### config.mk
export PLATFORM = sky130hd
export DESIGN_NAME = hazard_scoreboard_flat
export DESIGN_NICKNAME = d
export VERILOG_FILES = /design/src/rtl/hazard_scoreboard_if.sv /design/src/rtl/hazard_scoreboard.sv /design/src/flat_wrapper.sv
export SDC_FILE = /design/constraint.sdc
export NUM_CORES = 1
export LEC_CHECK = 0
export BUFFER_PORTS_ARGS = -buffer_cell sky130_fd_sc_hd__clkbuf_2
export CAP_MARGIN = 20
export CORE_MARGIN = 2
export CORE_UTILIZATION = 35
export CTS_BUF_LIST = sky130_fd_sc_hd__clkbuf_8
export DETAILED_ROUTE_END_ITERATION = 10
export PLACE_DENSITY_LB_ADDON = 0.05
export SYNTH_ARGS = -nofsm -noshare
export SYNTH_HDL_FRONTEND = slang
export SYNTH_SLANG_ARGS = --single-unit
### constraint.sdc
create_clock -name clk -period 10.5 [get_ports clk]
set_clock_uncertainty 0.05 [all_clocks]
set_input_delay 2.1 -clock clk [delete_from_list [all_inputs] [get_ports clk]]
set_output_delay 2.1 -clock clk [all_outputs]
set_load 0.05 [all_outputs]
### src/rtl/hazard_scoreboard_if.sv
// rtl/hazard_scoreboard_if.sv - decode/writeback/flush bundle for the register-hazard scoreboard
interface hazard_scoreboard_if #(
    parameter int CNT_W = 32
);
    logic             id_valid;
    logic [4:0]       id_rs1;
    logic [4:0]       id_rs2;
    logic             id_rs1_used;
    logic             id_rs2_used;
    logic [4:0]       id_rd;
    logic             id_reg_write;
    logic             wb_valid;
    logic [4:0]       wb_rd;
    logic             wb_reg_write;
    logic             flush;
    logic             squash_valid;
    logic [4:0]       squash_rd;
    logic             squash_reg_write;
    logic             stall;
    logic             issue;
    logic [31:0]      pending;
    logic [CNT_W-1:0] stall_cnt;

    modport master (
        output id_valid, id_rs1, id_rs2, id_rs1_used, id_rs2_used, id_rd, id_reg_write,
        output wb_valid, wb_rd, wb_reg_write,
        output flush, squash_valid, squash_rd, squash_reg_write,
        input  stall, issue, pending, stall_cnt
    );

    modport slave (
        input  id_valid, id_rs1, id_rs2, id_rs1_used, id_rs2_used, id_rd, id_reg_write,
        input  wb_valid, wb_rd, wb_reg_write,
        input  flush, squash_valid, squash_rd, squash_reg_write,
        output stall, issue, pending, stall_cnt
    );
endinterface

### src/rtl/hazard_scoreboard.sv
// rtl/hazard_scoreboard.sv - per-register in-flight write counters with RAW/WAW-overflow decode stall
module hazard_scoreboard #(
    parameter int MAX_INFLIGHT = 3,
    parameter int WB_BYPASS    = 1,
    parameter int CNT_W        = 32
) (
    input  logic                clk,
    input  logic                rst,
    hazard_scoreboard_if.slave  sb
);
    localparam logic [1:0] MAX_CNT = 2'(MAX_INFLIGHT);

    logic [1:0]       cnt_q [32];
    logic [1:0]       cnt_d [32];
    logic [CNT_W-1:0] stall_cnt_q;
    logic [CNT_W-1:0] stall_cnt_d;

    logic       inc, ret, sq;
    logic       ret_rs1, ret_rs2, ret_rd;
    logic [1:0] eff_rs1, eff_rs2;
    logic       raw, waw_full, stall, issue;
    logic       underflow;
    logic [2:0] up, dn, diff;

    always_comb begin
        ret     = sb.wb_valid && sb.wb_reg_write && (sb.wb_rd != 5'd0);
        sq      = sb.flush && sb.squash_valid && sb.squash_reg_write && (sb.squash_rd != 5'd0);
        ret_rs1 = ret && (sb.wb_rd == sb.id_rs1);
        ret_rs2 = ret && (sb.wb_rd == sb.id_rs2);
        ret_rd  = ret && (sb.wb_rd == sb.id_rd);
        // With bypass the register file is written before decode reads it, so a retiring write no longer counts.
        eff_rs1 = cnt_q[sb.id_rs1] - ((WB_BYPASS != 0) ? {1'b0, ret_rs1} : 2'd0);
        eff_rs2 = cnt_q[sb.id_rs2] - ((WB_BYPASS != 0) ? {1'b0, ret_rs2} : 2'd0);
        raw = (sb.id_rs1_used && (sb.id_rs1 != 5'd0) && (eff_rs1 != 2'd0))
           || (sb.id_rs2_used && (sb.id_rs2 != 5'd0) && (eff_rs2 != 2'd0));
        waw_full = sb.id_reg_write && (sb.id_rd != 5'd0)
                && (cnt_q[sb.id_rd] == MAX_CNT) && !ret_rd;
        stall = sb.id_valid && !sb.flush && (raw || waw_full);
        issue = sb.id_valid && !sb.flush && !stall;
        inc   = issue && sb.id_reg_write && (sb.id_rd != 5'd0);
    end

    always_comb begin
        underflow = 1'b0;
        up        = 3'd0;
        dn        = 3'd0;
        diff      = 3'd0;
        cnt_d[0]  = 2'd0;
        for (int r = 1; r < 32; r++) begin
            up   = {1'b0, cnt_q[r]} + {2'b00, inc && (sb.id_rd == 5'(r))};
            dn   = {2'b00, ret && (sb.wb_rd == 5'(r))} + {2'b00, sq && (sb.squash_rd == 5'(r))};
            diff = up - dn;
            if (dn > up) begin
                cnt_d[r]  = 2'd0;
                underflow = 1'b1;
            end else if (diff > 3'd3) begin
                cnt_d[r] = 2'd3;
            end else begin
                cnt_d[r] = diff[1:0];
            end
        end
    end

    always_comb begin
        stall_cnt_d = stall_cnt_q;
        if (stall && (stall_cnt_q != {CNT_W{1'b1}})) begin
            stall_cnt_d = stall_cnt_q + 1'b1;
        end
    end

    always_ff @(posedge clk) begin
        if (rst) begin
            for (int r = 0; r < 32; r++) begin
                cnt_q[r] <= 2'd0;
            end
            stall_cnt_q <= '0;
        end else begin
            cnt_q       <= cnt_d;
            stall_cnt_q <= stall_cnt_d;
        end
    end

    always_comb begin
        sb.pending = 32'd0;
        for (int r = 1; r < 32; r++) begin
            sb.pending[r] = (cnt_q[r] != 2'd0);
        end
    end

    assign sb.stall     = stall;
    assign sb.issue     = issue;
    assign sb.stall_cnt = stall_cnt_q;

    // Retiring or squashing a register with nothing in flight means the pipeline lost track of a write.
    underflow_chk: assert property (@(posedge clk) disable iff (rst) !underflow);
endmodule

### src/flat_wrapper.sv
// flat-port wrapper written by rule: the top's interface ports become plain ports
module hazard_scoreboard_flat 
#(
    parameter int MAX_INFLIGHT = 3,
    parameter int WB_BYPASS    = 1,
    parameter int CNT_W        = 32
)
  (clk, rst, sb_id_valid, sb_id_rs1, sb_id_rs2, sb_id_rs1_used, sb_id_rs2_used, sb_id_rd, sb_id_reg_write, sb_wb_valid, sb_wb_rd, sb_wb_reg_write, sb_flush, sb_squash_valid, sb_squash_rd, sb_squash_reg_write, sb_stall, sb_issue, sb_pending, sb_stall_cnt);
  hazard_scoreboard_if #(.CNT_W(CNT_W)) sb_i ();
  input  logic clk;
  input  logic rst;
  input wire logic [$bits(sb_i.id_valid)-1:0] sb_id_valid;
  input wire logic [$bits(sb_i.id_rs1)-1:0] sb_id_rs1;
  input wire logic [$bits(sb_i.id_rs2)-1:0] sb_id_rs2;
  input wire logic [$bits(sb_i.id_rs1_used)-1:0] sb_id_rs1_used;
  input wire logic [$bits(sb_i.id_rs2_used)-1:0] sb_id_rs2_used;
  input wire logic [$bits(sb_i.id_rd)-1:0] sb_id_rd;
  input wire logic [$bits(sb_i.id_reg_write)-1:0] sb_id_reg_write;
  input wire logic [$bits(sb_i.wb_valid)-1:0] sb_wb_valid;
  input wire logic [$bits(sb_i.wb_rd)-1:0] sb_wb_rd;
  input wire logic [$bits(sb_i.wb_reg_write)-1:0] sb_wb_reg_write;
  input wire logic [$bits(sb_i.flush)-1:0] sb_flush;
  input wire logic [$bits(sb_i.squash_valid)-1:0] sb_squash_valid;
  input wire logic [$bits(sb_i.squash_rd)-1:0] sb_squash_rd;
  input wire logic [$bits(sb_i.squash_reg_write)-1:0] sb_squash_reg_write;
  output wire logic [$bits(sb_i.stall)-1:0] sb_stall;
  output wire logic [$bits(sb_i.issue)-1:0] sb_issue;
  output wire logic [$bits(sb_i.pending)-1:0] sb_pending;
  output wire logic [$bits(sb_i.stall_cnt)-1:0] sb_stall_cnt;
  assign sb_i.id_valid = sb_id_valid;
  assign sb_i.id_rs1 = sb_id_rs1;
  assign sb_i.id_rs2 = sb_id_rs2;
  assign sb_i.id_rs1_used = sb_id_rs1_used;
  assign sb_i.id_rs2_used = sb_id_rs2_used;
  assign sb_i.id_rd = sb_id_rd;
  assign sb_i.id_reg_write = sb_id_reg_write;
  assign sb_i.wb_valid = sb_wb_valid;
  assign sb_i.wb_rd = sb_wb_rd;
  assign sb_i.wb_reg_write = sb_wb_reg_write;
  assign sb_i.flush = sb_flush;
  assign sb_i.squash_valid = sb_squash_valid;
  assign sb_i.squash_rd = sb_squash_rd;
  assign sb_i.squash_reg_write = sb_squash_reg_write;
  assign sb_stall = sb_i.stall;
  assign sb_issue = sb_i.issue;
  assign sb_pending = sb_i.pending;
  assign sb_stall_cnt = sb_i.stall_cnt;
  hazard_scoreboard #(.MAX_INFLIGHT(MAX_INFLIGHT), .WB_BYPASS(WB_BYPASS), .CNT_W(CNT_W)) u_core (.clk(clk), .rst(rst), .sb(sb_i));
endmodule
==> flow_summary.ini <==
[run_status]
status = finished, final reports clean

[drt]
viasPerCell = 5.31
ant_nets = 0
dr.pass1.iters = 5
via_count = 8663
wl_mm = 32.3
drcViolationCount = 0
drtIter0Drc = 517
wl_per_cell_um = 19.8

[global_route]
gr-usage-met3_pct = 4.16
grt_pass1_wl_mm = 50.6
gr-usage-met1_pct = 28.6
top_usage_layer = met2
antenna_found_initial = 4
use_met2_pct = 35.4
grt_overflow = 0
grt_pass1_vias = 8816
grt_max_degree = 59
track_usage_pct = 21.5

[sta]
hold_violations = 0
slew_headroom_pct = 36.6
post-route-period-util_pct = 70.7
final_max_slew_viol_count = 0
fmax_mhz = 135
holdWs_ns = 0.458
grt_setup_unrepaired = no
setup_total_negative_slack_ns = 0
setup_viol = 0
tightest_slew_ns = 0.948
final.min_clock_period_ns = 7.43

[synth]
yosys_warnings = 0
yosysUniqueCellTypes = 63
syn_inst = 1187
ys_seq_area_share_pct = 18.1
synthFlopType = dfxtp_1
synth_area_leaders = dfxtp_1 18%, ha_1 15%, fa_1 12%, inv_1 6.5%, mux4_2 6.5%
ys_ff_latch = 94
ys_async_sr_fraction_pct = 0
synth_top_cell_area_share_pct = 18.1
synth_area_sq_um = 10400
syn_area_per_cell_sq_um = 8.74
yosysTopAreaCell = dfxtp_1
synth_edf_count = 0
synth_nets = 1410

[critical_path]
path_class = input pin to primary output
cp_max_fo = 58
end_kind = primary output
crit_arrival_ns = 5.28
cp_slowest_stage_delay_ns = 0.67
cp_slowest_cell = o221a_4
crit_chain = clkbuf_2, mux4_2, mux4_2, a2111oi_2, o221a_4, and2_1, clkbuf_2
cp-start-kind = input pin
critPathRequiredTime_ns = 8.35

[clock_network]
cts_root_buf = clkbuf_8
clockBufferDepth = 2
cts_tree = built
clk_latency_ns = 0.42
cts.clk_slew.worst_paths_ns = 0.12
tritoncts_num_sinks = 94
htreeDepth = 3
hold_buffers = 0
post_cts_resized = 0
post_cts_buffers = 0
cts_inserted_buffers = 9

[final_layout]
seq_area_sq_um = 1880
drive_gt1_share_pct = 16.7
finalCoreUtilization_pct = 38.3
finalNetCount = 1456
final_cell_mix = 180 x inv_1, 125 x ha_1, 99 x clkbuf_2
multiInputGateArea_sq_um = 7490
fillCellCount = 3097
stdcell_area_sq_um = 11200
area_growth_pct = 8.42
final_common_cell = inv_1

[pwr]
vdd_ir_drop_max_uv = 46.6
leakagePower_uw = 0.00465
power_uw = 809
power_density_nw_per_um2 = 71.9

[floorplan]
std_cell_rows = 63
fp.coreArea_sq_um = 29400
die_area_sq_um = 31000
fp.dieH_um = 176
start_util_pct = 35.3
die_x_um = 176
num_io_pins = 102

[place]
numPortBuffers = 100
gp_congestion = 0.901
dp_hpwl_mm = 25.7
placed_cell_area_sq_um = 11100

[flow_run]
max-cap-violations = 0

[worst_hold_path]
hold_class = flop to flop
-- synthesized netlist by cell type (all sizes together) (3+ instances only) --
library cell	number
clkbuf	32
a21oi	27
mux4	30
ha	125
and4	5
nand2b	8
o2111ai	3
a311oi	4
nand3b	6
dfxtp	94
a2111oi	3
nand3	33
nor2	93
inv	180
o21ai	15
buf	35
nand2	42
nand4	11
and3	11
nor2b	34
or4	23
o31ai	20
o31a	16
a221oi	33
nor4	9
or3	22
a31oi	3
and2	4
or2	34
mux2	19
xnor2	25
xor2	23
o211ai	3
fa	62
nor3	69
mux2i	14
-- critical path, delay by kind of cell --
kind / cells / cell delay (ns)
simple gates: 1 / 0.23
mux: 2 / 1.09
compound gates: 2 / 1.09
buf+inv: 2 / 0.73
-- per-stage QoR --
stage               worst slack (ns)  std cells
finish                          3.07       1630
global route                    2.84       1629
CTS                             3.07       1628
detailed placement              3.09       1612
global placement                3.13       1612
floorplan                       3.62       1187
-- registers in the layout, indices dropped and copies added, names as in the netlist --
register             flops
u_core.sb.stall_cnt     32
u_core.cnt_q            62
-- final cells by class --
class                           instances  share of cell area [%]
Antenna cell                            2                  0.0445
Clock buffer                            9                    1.10
Clock inverter                          7                   0.545
Inverter                              180                    6.01
Multi-Input combinational cell        846                    66.6
Sequential cell                        94                    16.7
Tap cell                              390                    4.34
Timing Repair Buffer                  102                    4.61
-- kinds of logic (layout without fill, tap and decap cells) --
group                      after synthesis  in the layout  synth area share [%]
and+or+nand+nor                        409            409                  21.2
buffers and inverters                  247            298                  9.70
adders and majority gates              187            187                  27.0
AOI/OAI and AO/OA                      138            138                  9.96
DFF                                     94             94                  18.1
muxes                                   63             63                  9.93
xor gates and xnor gates                48             48                  4.05
other                                    1              3                0.0361
-- where the power goes --
group          internal (uW)  leakage (uW)  switching (uW)
Clock                   91.9     0.0000945             170
Combinational           54.5       0.00379             118
Sequential               362      0.000759            11.3
Total                    509       0.00465             300
-- metal layers --
metal,vias up,wire length [um]
li1,4227,-
met1,4222,14900
met2,180,15200
met3,32,1550
met4,2,614
met5,-,13
-- path summary, 6_finish.rpt --
kind                                start                       to  slack [ns]  cells past startpoint
setup reg to reg          u_core.cnt_q[3]         u_core.cnt_q[56]        5.67                     12
hold / removal    u_core.sb.stall_cnt[19]  u_core.sb.stall_cnt[19]        0.46                      2
setup / recovery             sb_id_rs2[0]                 sb_issue        3.07                      7
hold reg to reg   u_core.sb.stall_cnt[19]  u_core.sb.stall_cnt[19]        0.46                      2
(Power assumes the default switching activity.)
